--- src/rtl/swing_detector.sv ---
// -----------------------------------------------------------------------------
// swing_detector
//
// Detects a racket swing from the Z-axis angular velocity word published by
// the IMU packet parser. The word has no strobe and only changes on valid
// packets, so it is resampled on a fixed internal tick.
//
// A swing is reported when the magnitude rises to TRIG_THR or above and stays
// at or above REL_THR for at least MIN_SAMPLES consecutive samples before it
// drops below REL_THR. The trigger sample counts as one of those samples. A
// candidate that lasts longer than MAX_SAMPLES is aborted with no event. After
// a swing or an abort, COOLDOWN_SAMPLES samples are ignored.
//
// Timing: the tick is high on cycle T, where angular_v is captured into the
// sample register. The FSM steps on T+1, and the registered outputs show the
// result from T+2.
//
// Optional build macro:
//   SWING_FILTER_EN - the sample register holds a 4-tap moving average of the
//                     last four captured angular_v values instead of the raw
//                     word. It adds no extra clock latency.
//
// Ports:
//   clk          in   system clock
//   rst          in   synchronous active-high reset
//   angular_v    in   [15:0] signed Z angular velocity, held between packets
//   swing        out  one-cycle pulse per detected swing
//   swing_peak   out  [15:0] peak magnitude of the last swing (0..32767)
//   swing_dir    out  sign at the peak (0 positive, 1 negative)
//   swing_count  out  [7:0] number of detected swings, wraps at 256
//   active       out  high while a swing candidate is being tracked
// -----------------------------------------------------------------------------
module swing_detector #(
    parameter int unsigned SAMPLE_DIV       = 1000000,
    parameter logic [15:0] TRIG_THR         = 16'd8192,
    parameter logic [15:0] REL_THR          = 16'd4096,
    parameter int unsigned MIN_SAMPLES      = 3,
    parameter int unsigned MAX_SAMPLES      = 100,
    parameter int unsigned COOLDOWN_SAMPLES = 20
) (
    input  logic               clk,
    input  logic               rst,
    input  logic signed [15:0] angular_v,
    output logic               swing,
    output logic [15:0]        swing_peak,
    output logic               swing_dir,
    output logic [7:0]         swing_count,
    output logic               active
);

    // Counter widths. Each width is large enough for its limit, so the
    // comparisons below never wrap.
    localparam int DIV_W = (SAMPLE_DIV > 1) ? $clog2(SAMPLE_DIV) : 1;
    localparam int LEN_W = $clog2(MAX_SAMPLES + 2);
    localparam int CD_W  = $clog2(COOLDOWN_SAMPLES + 2);

    localparam logic [DIV_W-1:0] DIV_LAST = DIV_W'(SAMPLE_DIV - 1);
    localparam logic [DIV_W-1:0] DIV_ONE  = DIV_W'(1);
    localparam logic [LEN_W-1:0] MAX_LEN  = LEN_W'(MAX_SAMPLES);
    localparam logic [LEN_W-1:0] MIN_LEN  = LEN_W'(MIN_SAMPLES);
    localparam logic [LEN_W-1:0] LEN_ONE  = LEN_W'(1);
    localparam logic [CD_W-1:0]  CD_LIM   = CD_W'(COOLDOWN_SAMPLES);
    localparam logic [CD_W-1:0]  CD_ONE   = CD_W'(1);

    typedef enum logic [1:0] {
        ST_IDLE   = 2'd0,
        ST_ACTIVE = 2'd1,
        ST_COOL   = 2'd2
    } state_t;

    // Returns |v| as unsigned. -32768 saturates to 32767 so the result
    // always fits the 0..32767 range of swing_peak.
    function automatic logic [15:0] abs_sat(input logic [15:0] v);
        logic [15:0] r;
        if (v == 16'h8000) begin
            r = 16'h7FFF;
        end else if (v[15]) begin
            r = (~v) + 16'd1;
        end else begin
            r = v;
        end
        return r;
    endfunction

    // ---------------------------------------------------------------------
    // Sample divider and sample register
    // ---------------------------------------------------------------------
    logic [DIV_W-1:0]   div_cnt_r;
    logic               tick_s;
    logic               step_r;
    logic signed [15:0] smp_r;
    logic signed [15:0] smp_next_s;

    assign tick_s = (div_cnt_r == DIV_LAST);

`ifdef SWING_FILTER_EN
    // The three previous captures. The sum also includes the current word,
    // so the average covers four samples and is ready on the tick edge.
    logic signed [15:0] tap0_r;
    logic signed [15:0] tap1_r;
    logic signed [15:0] tap2_r;
    logic signed [17:0] sum_s;
    logic [1:0]         frac_unused_s;

    assign sum_s = {{2{angular_v[15]}}, angular_v} + {{2{tap0_r[15]}}, tap0_r}
                 + {{2{tap1_r[15]}}, tap1_r}       + {{2{tap2_r[15]}}, tap2_r};
    // Bits [17:2] are the arithmetic shift right by 2, truncated to 16 bits.
    // The value always fits, because the mean of four 16-bit words is a
    // 16-bit word.
    assign smp_next_s    = sum_s[17:2];
    assign frac_unused_s = sum_s[1:0];

    // Moving-average tap history, shifted once per tick
    always_ff @(posedge clk) begin
        if (rst) begin
            tap0_r <= 16'sd0;
            tap1_r <= 16'sd0;
            tap2_r <= 16'sd0;
        end else if (tick_s) begin
            tap0_r <= angular_v;
            tap1_r <= tap0_r;
            tap2_r <= tap1_r;
        end else begin
            tap0_r <= tap0_r;
            tap1_r <= tap1_r;
            tap2_r <= tap2_r;
        end
    end
`else
    assign smp_next_s = angular_v;
`endif

    // Free-running divider, delayed tick (FSM step enable) and sample capture
    always_ff @(posedge clk) begin
        if (rst) begin
            div_cnt_r <= '0;
            step_r    <= 1'b0;
            smp_r     <= 16'sd0;
        end else begin
            if (tick_s) begin
                div_cnt_r <= '0;
                smp_r     <= smp_next_s;
            end else begin
                div_cnt_r <= div_cnt_r + DIV_ONE;
                smp_r     <= smp_r;
            end
            step_r <= tick_s;
        end
    end

    // ---------------------------------------------------------------------
    // Magnitude / sign of the current sample
    // ---------------------------------------------------------------------
    logic [15:0] mag_s;
    logic        sign_s;
    logic        trig_s;
    logic        above_rel_s;

    assign mag_s       = abs_sat(smp_r);
    assign sign_s      = smp_r[15];
    assign trig_s      = (mag_s >= TRIG_THR);
    assign above_rel_s = (mag_s >= REL_THR);

    // ---------------------------------------------------------------------
    // FSM and datapath state
    // ---------------------------------------------------------------------
    state_t           state_r;
    state_t           state_next_s;
    logic [LEN_W-1:0] len_r;
    logic [LEN_W-1:0] len_next_s;
    logic [15:0]      peak_r;
    logic [15:0]      peak_next_s;
    logic             pdir_r;
    logic             pdir_next_s;
    logic [CD_W-1:0]  cd_r;
    logic [CD_W-1:0]  cd_next_s;
    logic [CD_W-1:0]  cd_inc_s;
    logic             cd_done_s;

    logic             swing_next_s;
    logic [15:0]      swing_peak_next_s;
    logic             swing_dir_next_s;
    logic [7:0]       swing_count_next_s;
    logic             active_next_s;

    assign cd_inc_s  = cd_r + CD_ONE;
    assign cd_done_s = (cd_inc_s >= CD_LIM);

    // FSM state register
    always_ff @(posedge clk) begin
        if (rst) begin
            state_r <= ST_IDLE;
        end else begin
            state_r <= state_next_s;
        end
    end

    // Next-state decode. Transitions happen only on the step after a tick.
    always_comb begin
        state_next_s = state_r;
        if (step_r) begin
            case (state_r)
                ST_IDLE: begin
                    if (trig_s) begin
                        state_next_s = ST_ACTIVE;
                    end else begin
                        state_next_s = ST_IDLE;
                    end
                end
                ST_ACTIVE: begin
                    if (above_rel_s) begin
                        // Another sample would push the length past the limit.
                        if (len_r >= MAX_LEN) begin
                            state_next_s = ST_COOL;
                        end else begin
                            state_next_s = ST_ACTIVE;
                        end
                    end else begin
                        // Release: a long enough run is a swing, a short run
                        // is a glitch.
                        if (len_r >= MIN_LEN) begin
                            state_next_s = ST_COOL;
                        end else begin
                            state_next_s = ST_IDLE;
                        end
                    end
                end
                ST_COOL: begin
                    if (cd_done_s) begin
                        state_next_s = ST_IDLE;
                    end else begin
                        state_next_s = ST_COOL;
                    end
                end
                default: begin
                    state_next_s = ST_IDLE;
                end
            endcase
        end else begin
            state_next_s = state_r;
        end
    end

    // Datapath and output decode for each state on a step
    always_comb begin
        len_next_s         = len_r;
        peak_next_s        = peak_r;
        pdir_next_s        = pdir_r;
        cd_next_s          = cd_r;
        swing_next_s       = 1'b0;
        swing_peak_next_s  = swing_peak;
        swing_dir_next_s   = swing_dir;
        swing_count_next_s = swing_count;
        if (step_r) begin
            case (state_r)
                ST_IDLE: begin
                    cd_next_s = '0;
                    if (trig_s) begin
                        len_next_s  = LEN_ONE;
                        peak_next_s = mag_s;
                        pdir_next_s = sign_s;
                    end else begin
                        len_next_s  = '0;
                    end
                end
                ST_ACTIVE: begin
                    if (above_rel_s) begin
                        if (len_r >= MAX_LEN) begin
                            len_next_s = '0;
                            cd_next_s  = '0;
                        end else begin
                            len_next_s = len_r + LEN_ONE;
                            // A strict compare keeps the earlier peak when
                            // two magnitudes are equal.
                            if (mag_s > peak_r) begin
                                peak_next_s = mag_s;
                                pdir_next_s = sign_s;
                            end else begin
                                peak_next_s = peak_r;
                                pdir_next_s = pdir_r;
                            end
                        end
                    end else begin
                        len_next_s = '0;
                        cd_next_s  = '0;
                        if (len_r >= MIN_LEN) begin
                            swing_next_s       = 1'b1;
                            swing_peak_next_s  = peak_r;
                            swing_dir_next_s   = pdir_r;
                            swing_count_next_s = swing_count + 8'd1;
                        end else begin
                            swing_next_s       = 1'b0;
                        end
                    end
                end
                ST_COOL: begin
                    if (cd_done_s) begin
                        cd_next_s = '0;
                    end else begin
                        cd_next_s = cd_inc_s;
                    end
                end
                default: begin
                    len_next_s = '0;
                    cd_next_s  = '0;
                end
            endcase
        end else begin
            swing_next_s = 1'b0;
        end
    end

    assign active_next_s = (state_next_s == ST_ACTIVE);

    // Datapath and registered output update
    always_ff @(posedge clk) begin
        if (rst) begin
            len_r       <= '0;
            peak_r      <= 16'd0;
            pdir_r      <= 1'b0;
            cd_r        <= '0;
            swing       <= 1'b0;
            swing_peak  <= 16'd0;
            swing_dir   <= 1'b0;
            swing_count <= 8'd0;
            active      <= 1'b0;
        end else begin
            len_r       <= len_next_s;
            peak_r      <= peak_next_s;
            pdir_r      <= pdir_next_s;
            cd_r        <= cd_next_s;
            swing       <= swing_next_s;
            swing_peak  <= swing_peak_next_s;
            swing_dir   <= swing_dir_next_s;
            swing_count <= swing_count_next_s;
            active      <= active_next_s;
        end
    end

endmodule

--- config.mk ---
export PLATFORM = sky130hd
export DESIGN_NAME = swing_detector
export DESIGN_NICKNAME = d
export VERILOG_FILES = /design/src/rtl/swing_detector.sv
export SDC_FILE = /design/constraint.sdc
export NUM_CORES = 1
export LEC_CHECK = 0
export CORE_ASPECT_RATIO = 0.5
export CORE_MARGIN = 1
export CORE_UTILIZATION = 54
export CTS_BUF_LIST = sky130_fd_sc_hd__clkbuf_4
export CTS_CLUSTER_DIAMETER = 80
export CTS_CLUSTER_SIZE = 20
export DETAILED_ROUTE_END_ITERATION = 8
export HOLD_SLACK_MARGIN = 0.03
export PLACE_DENSITY = 0.79
export SETUP_SLACK_MARGIN = 0.02
export SYNTH_ARGS = -nofsm -noshare
export SYNTH_HDL_FRONTEND = slang
export SYNTH_SLANG_ARGS = --single-unit
--- constraint.sdc ---
create_clock -name clk -period 3.5 [get_ports clk]
set_input_delay 0.35 -clock clk [delete_from_list [all_inputs] [get_ports clk]]
set_output_delay 0.35 -clock clk [all_outputs]
set_load 0.005 [all_outputs]
==> results of run 1 <==
==> sequential cells by signal (all words and copies together) (netlist names) <==
register and flops:
swing 1, swing_peak 16, cd_r 5, step_r 1, swing_dir 1, div_cnt_r 20
peak_r 16, state_r 2, pdir_r 1, smp_r 16, active 1, swing_count 8
len_r 7
==> per-layer routing <==
metal / part of all wire / wire (um) / track usage
met2: 0.48 / 5397 / 0.4006
met4: 0.019 / 213 / 0.05739
met3: 0.044 / 500 / 0.05487
met1: 0.46 / 5214 / 0.3032
met5: 0 / 0 / 0
==> synth_stat cells, types with 4 or more instances <==
cell type	n	area, um^2
dfxtp_1	95	1902
nor2b_1	10	62.56
nand3_1	23	115.1
nor4_1	5	31.28
inv_1	25	93.84
or4_1	4	30.03
xnor2_1	14	122.6
mux2_2	7	78.83
nand2_1	77	289.0
nor2_1	73	274.0
a21oi_1	36	180.2
xor2_1	21	183.9
clkbuf_1	22	82.58
nand2b_1	28	175.2
and3_1	8	50.05
nand4_1	10	62.56
or3_1	4	25.02
nor3_1	12	60.06
a211oi_1	5	37.54
mux2i_1	30	300.3
o21ai_0	15	75.07
ha_1	23	287.8
==> cells by family (layout without fill, tap and decap cells) <==
kind of cell / Yosys count / count (layout) / synth area share
muxes: 37 / 37 / 0.07585
xor gates and xnor gates: 35 / 35 / 0.06133
adders and majority gates: 23 / 23 / 0.05757
buffers and inverters: 53 / 127 / 0.04355
and+or+nand+nor: 275 / 275 / 0.2716
AOI/OAI and AO/OA: 86 / 86 / 0.1096
DFF: 95 / 95 / 0.3805
==> power groups by stage <==
| stage | Clock (uW) | Sequential (uW) | Combinational (uW) |
|---|---|---|---|
| 2_1_floorplan | 0 | 1110 | 26.0 |
| 3_3_place_gp | 0 | 1110 | 49.8 |
| 3_5_place_dp | 0 | 1110 | 49.8 |
| 4_1_cts | 669 | 1090 | 50.0 |
| 5_1_grt | 720 | 1090 | 53.7 |
| 6_report | 655 | 1090 | 50.1 |
==> per-stage QoR <==
step / total power (uW) / TNS (ns) / setup slack, ns / instance area, um^2
floorplan: 1136 / 0 / 0.1224 / 5015
global placement: 1160 / 0 / 0.04310 / 5635
detailed placement: 1160 / -0.6821 / -0.07084 / 5635
CTS: 1805 / -0.07111 / -0.02548 / 6028
global route: 1861 / -1.675 / -0.1312 / 6125
finish: 1792 / 0 / 0.007550 / 6125
==> layout make-up <==
cell class                 instances  area share
clock buffer                      11     0.01348
multi-input combinational        456      0.4950
tap                              117     0.02390
sequential                        95      0.3109
inverter                          25     0.01532
clock inverter                     4     0.01164
timing repair buffer              87      0.1297
==> how the worst min path moves through the flow <==
stage | startpoint | to | slack [ns] | cells past startpoint
finish | rst | cd_r[0]$_SDFFE_PP0P_ | 0.37 | 2
global route | rst | cd_r[0]$_SDFFE_PP0P_ | 0.36 | 2
CTS | rst | smp_r[4]$_SDFFE_PP0P_ | 0.34 | 2
detailed placement | swing_peak[7]$_SDFFE_PP0P_ | swing_peak[7]$_SDFFE_PP0P_ | 0.45 | 2
global placement | div_cnt_r[0]$_SDFF_PP0_ | div_cnt_r[0]$_SDFF_PP0_ | 0.43 | 1
floorplan | div_cnt_r[0]$_SDFF_PP0_ | div_cnt_r[0]$_SDFF_PP0_ | 0.42 | 1
==> cells in the final DEF, fill, tap and decap left out, drive strengths merged, types with 17 or more instances in the layout <==
cell type	netlist	layout
nand3	23	23
dfxtp	95	95
inv	25	25
a21oi	36	36
o21ai	17	17
nand2	77	77
mux2i	30	30
nor2	74	74
ha	23	23
buf	6	43
xor2	21	21
clkdlybuf4s50	0	43
nand2b	28	28
==> what timing repair did <==
action	CTS	global route
resized for setup	18	20
buffers inserted	19	6
pin swaps	0	4
endpoints found under the setup margin	12	17
cloned	1	0
==> results.md, run 1 <==
- Pint: 1409 uW
- Initial core utilization: 0.5662
- Final cell count without fillers: 795
- Ys Warns: 0
- Setup crit end: peak_r[2]$_SDFFE_PP0P_
- Vias per cell: 5.526
- Yosys reg bits: 95
- Initial antenna violation count: 0
- Worst vdd ir: 0.1790 mV
- Crit-path slowest cell: or3b_4
- Average routed wire per standard cell: 14.25 um
- Clock tree root buffer cell: clkbuf_4
- Die Wd: 138.1 um
- Diode count: 0
- Die area: 9668 um^2
- First-pass GRT wire length: 18.59 mm
- Crit path kind: register to register
- Tmin final: 3.492 ns
- Final design utilization: 0.6937
- IO buf count: 44
- Sequential Power Share: 0.606
- Max cap viols: 0
- Drt first pass iters: 5
- Vias: 4393
- Worst Setup Start Kind: register
- Max Freq: 286.3 MHz
- Chip Height: 70.03 um
- Worst-path maximum fanout: 6
- CTS H-tree lvls: 3
- Synth cell types: 59
- FF/Latch Area: 1904 um^2
- Largest net degree at the start of global routing: 49
- R2r endpoint: peak_r[2]$_SDFFE_PP0P_
- Clock share of power: 0.366
- Fillers: 706
- CORE AREA: 8828 um^2
- Max-slew headroom: 0.5431
- Worst EP required: 3.86 ns
- Worst min-delay path class: primary input to register
- CP startpoint: smp_r[0]$_SDFFE_PP0P_
- Post-synth EDFFs: 0
- Rows: 24
- Reg2Reg Depth: 16
- Endpoints failing setup: 0
- Post-DP HPWL: 7.520 mm
- Leakage power: 0.002439 uW
- Synth async-reset ratio: 0
- Final hold violation count: 0
- Family with the most delay on the worst path: simple AND/OR/NAND/NOR gates
- Fin crit share: 0.9978
- Mapped Nets: 645
- Critical Path End Type: register
- Gr ovfl total: 0
- Worst-margin pin slew: 0.6853 ns
- Crit-path max cell delay: 0.37 ns
- Skew-Pair Late Insertion Delay: 0.46 ns
- Layout area overhead: 22.53%
- CTS tree: built
- All-Layer GR Usage: 0.2356
- Nets: 715
- Seq/Total Area, Yosys: 0.3805
- Routed WL: 11.33 mm
- RePlAce Congestion: 0.9597
- Mapped Avg Cell Area: 8.276 um^2
- Multi-input gate area: 3032 um^2
- Post-CTS Hold Fix Bufs: 0
- Vias in the first global route: 4049
- Routed Antenna Nets: 0
- Critical Path Stages: 16
- Clock Sinks: 95
- WHS: 0.3695 ns
- Critical R2R Launch: smp_r[0]$_SDFFE_PP0P_
- I/O Pins: 45
- Net Switching: 382.7 uW
- PD cells: 292.6 nW/um^2
- Gate Count Post-Synth: 604
- Critical path data arrival time: 3.85 ns
- Initial drt markers: 330
- Clock transition at the registers of the reported paths: 0.13 ns
- Residual DRC: 0
- Crit path cell chain: inv_2, ha_4, or3b_4, or2_4, o21ai_2, xor2_1, nand2_1, ha_1, nand3_2, nor4_4, a21bo_2, nand3_2, o21ai_2, a21boi_2, buf_4, mux2_2
- RSZ-0062 raised after global routing: true
- CTS max path bufs: 2
- Cts bufs inserted: 9
- Post-synth top flop: dfxtp_1
- Synth Cell Area: 4999 um^2
- Placed instance count: 757
- Crit path buf inv count: 2
- Comb pwr share: 0.028
- Status: complete, no violations
- Max Slew Vio Count: 0
- R2R Setup Slk: 0.008 ns
- Share of cells above drive strength 1: 0.1534
- Sw frac: 0.2136
- Worst clock skew: 0.02078 ns
Note: power is estimated with default switching activity, not from simulation.
==> run 2, diff against run 1 <==
Settings changed: RECOVER_POWER set to 25.
==> results.md, run 2 (same netlist as run 1, synthesis figures left out) <==
- Status: complete, no violations
- Worst-margin pin slew: 0.6872 ns (+0.001873 ns)
- Max-slew headroom: 0.5419 (-0.001248)
- Initial drt markers: 326 (-1.2%)
- Setup TNS: 0 ns (unchanged)
- Residual DRC: 0 (unchanged)
- Commonest cells after routing, fill and taps aside: 93 x dfxtp_1, 74 x nand2_1, 71 x nor2_1, 38 x buf_4, 36 x a21oi_1
- Final hold violation count: 0 (unchanged)
- Clock tree root buffer cell: clkbuf_4
- Initial antenna violation count: 0 (unchanged)
- Critical R2R Launch: smp_r[0]$_SDFFE_PP0P_
- Clock Sinks: 95 (unchanged)
- Worst EP required: 3.86 ns (about the same)
- Reg with most FFs: div_cnt_r
- Clock transition at the registers of the reported paths: 0.13 ns (about the same)
- Gr ovfl total: 0 (unchanged)
- All-Layer GR Usage: 0.2356 (unchanged)
- FF/Latch Area: 1904 um^2 (unchanged)
- Metal3 WL: 463 um (-7.4%)
- CTS tree: built
- Vias per cell: 5.538 (+0.23%)
- CP startpoint: smp_r[0]$_SDFFE_PP0P_
- CTS H-tree lvls: 3 (unchanged)
- Routed WL: 11.34 mm (about the same)
- Max reg flops: 20 (unchanged)
- Metal2 WL: 5.394 mm (about the same)
- First-pass GRT wire length: 18.59 mm (unchanged)
- Worst clock skew: 0.02084 ns (+0.00005670 ns)
- Cts bufs inserted: 9 (unchanged)
- Largest net degree at the start of global routing: 49 (unchanged)
- Worst min-delay path class: primary input to register
- PD cells: 292.6 nW/um^2 (about the same)
- IO buf count: 44 (unchanged)
- Crit path kind: register to register
- Top Metal Used: met4
- Commonest non-fill, non-tap cell in the layout: dfxtp_1
- Post-DP HPWL: 7.520 mm (unchanged)
- Fillers: 706 (unchanged)
- Fin crit share: 0.9978 (about the same)
- Nets: 715 (unchanged)
- Hold path startpoint: rst
- Initial core utilization: 0.5662 (unchanged)
- Layout area overhead: 22.53% (unchanged)
- Share of cells above drive strength 1: 0.1534 (unchanged)
- Leakage power: 0.002522 uW (+3.4%)
- Max Slew Vio Count: 0 (unchanged)
- Average routed wire per standard cell: 14.26 um (about the same)
- Routed Antenna Nets: 0 (unchanged)
- CTS max path bufs: 2 (unchanged)
- Worst Setup Start Kind: register
- Multi-input gate area: 3032 um^2 (unchanged)
- Die area: 9668 um^2 (unchanged)
- RePlAce Congestion: 0.9597 (unchanged)
- Vias in the first global route: 4049 (unchanged)
- RSZ-0062 raised after global routing: true
- Die Wd: 138.1 um (unchanged)
- Worst vdd ir: 0.1790 mV (about the same)
- Vias: 4403 (+0.23%)
- Rows: 24 (unchanged)
- Critical Path End Type: register
- Max Freq: 286.3 MHz (about the same)
- I/O Pins: 45 (unchanged)
- Worst-path maximum fanout: 6 (unchanged)
- Diode count: 0 (unchanged)
- Metal-1 WL: 5.255 mm (+0.79%)
- Drt first pass iters: 4 (-1)
- Skew-Pair Late Insertion Delay: 0.46 ns (about the same)
- Max cap viols: 0 (unchanged)
- Endpoints failing setup: 0 (unchanged)
- Chip Height: 70.03 um (unchanged)
- Placement Setup Slack: -0.07084 ns (unchanged)
- Final worst slack: 0.007639 ns (+0.00008970 ns)
- Critical path data arrival time: 3.85 ns (about the same)
- Final design utilization: 0.6937 (unchanged)
- Tmin final: 3.492 ns (-0.00008970 ns)
- CORE AREA: 8828 um^2 (unchanged)
-- run 2: cell types whose count changed in the layout (fill, tap and decap cells not counted) --
cell and delta:
dlygate4sd3_1 +23, clkdlybuf4s50_1 -23
-- run 2: final timing paths --
kind,endpoint,slack (ns),cells past startpoint
min,cd_r[0]$_SDFFE_PP0P_,0.37,2
max reg2reg,peak_r[2]$_SDFFE_PP0P_,0.008,16
max,peak_r[2]$_SDFFE_PP0P_,0.008,16
min reg2reg,swing_dir$_SDFFE_PP0P_,0.46,2
-- run 2: stage by stage --
| step | cell area, um^2 | power, uW | hold WS, ns | std cells |
|---|---|---|---|---|
| 2_1_floorplan | 5015 | 1136 | 0.4176 | 604 |
| 3_3_place_gp | 5635 | 1160 | 0.4303 | 757 |
| 3_5_place_dp | 5635 | 1160 | 0.4465 | 757 |
| 4_1_cts | 6028 | 1805 | 0.3408 | 792 |
| 5_1_grt | 6125 | 1861 | 0.3644 | 795 |
| 6_report | 6125 | 1792 | 0.3699 | 795 |
-- run 2: timing repair --
item / 4_1_cts / 5_1_grt
cloned: 1 / 0
setup buffers: 19 / 6
gates resized for setup: 18 / 20
pin swaps: 0 / 4
hold buffers: 0 / 0
setup endpoints to repair: 12 / 17
-- run 2: area by class of cell --
class | instances | share of cell area
Multi-Input combinational cell | 456 | 0.4950
Clock buffer | 11 | 0.01348
Inverter | 25 | 0.01532
Tap cell | 117 | 0.02390
Timing Repair Buffer | 87 | 0.1297
Clock inverter | 4 | 0.01164
Sequential cell | 95 | 0.3109
-- run 2: routing by layer --
metal / up-vias / global-route usage
li1: 2218 / -
met1: 2051 / 0.3032
met2: 109 / 0.4006
met3: 25 / 0.05487
met4: 0 / 0.05739
met5: - / 0
-- run 2: critical path, cell delays in order (launching register included) --
cell and delay (ns):
dfxtp_2 0.35, inv_2 0.06, ha_4 0.13, or3b_4 0.37, or2_4 0.27, o21ai_2 0.13
xor2_1 0.16, nand2_1 0.10, ha_1 0.33, nand3_2 0.12, nor4_4 0.29, a21bo_2 0.26
nand3_2 0.07, o21ai_2 0.06, a21boi_2 0.18, buf_4 0.19, mux2_2 0.34
-- run 2: report_power, final --
group	switching (uW)	total, uW	internal, uW
clock	355	656	300
sequential	2.19	1090	1080
combinational	25.4	50.2	24.8
total	383	1790	1410
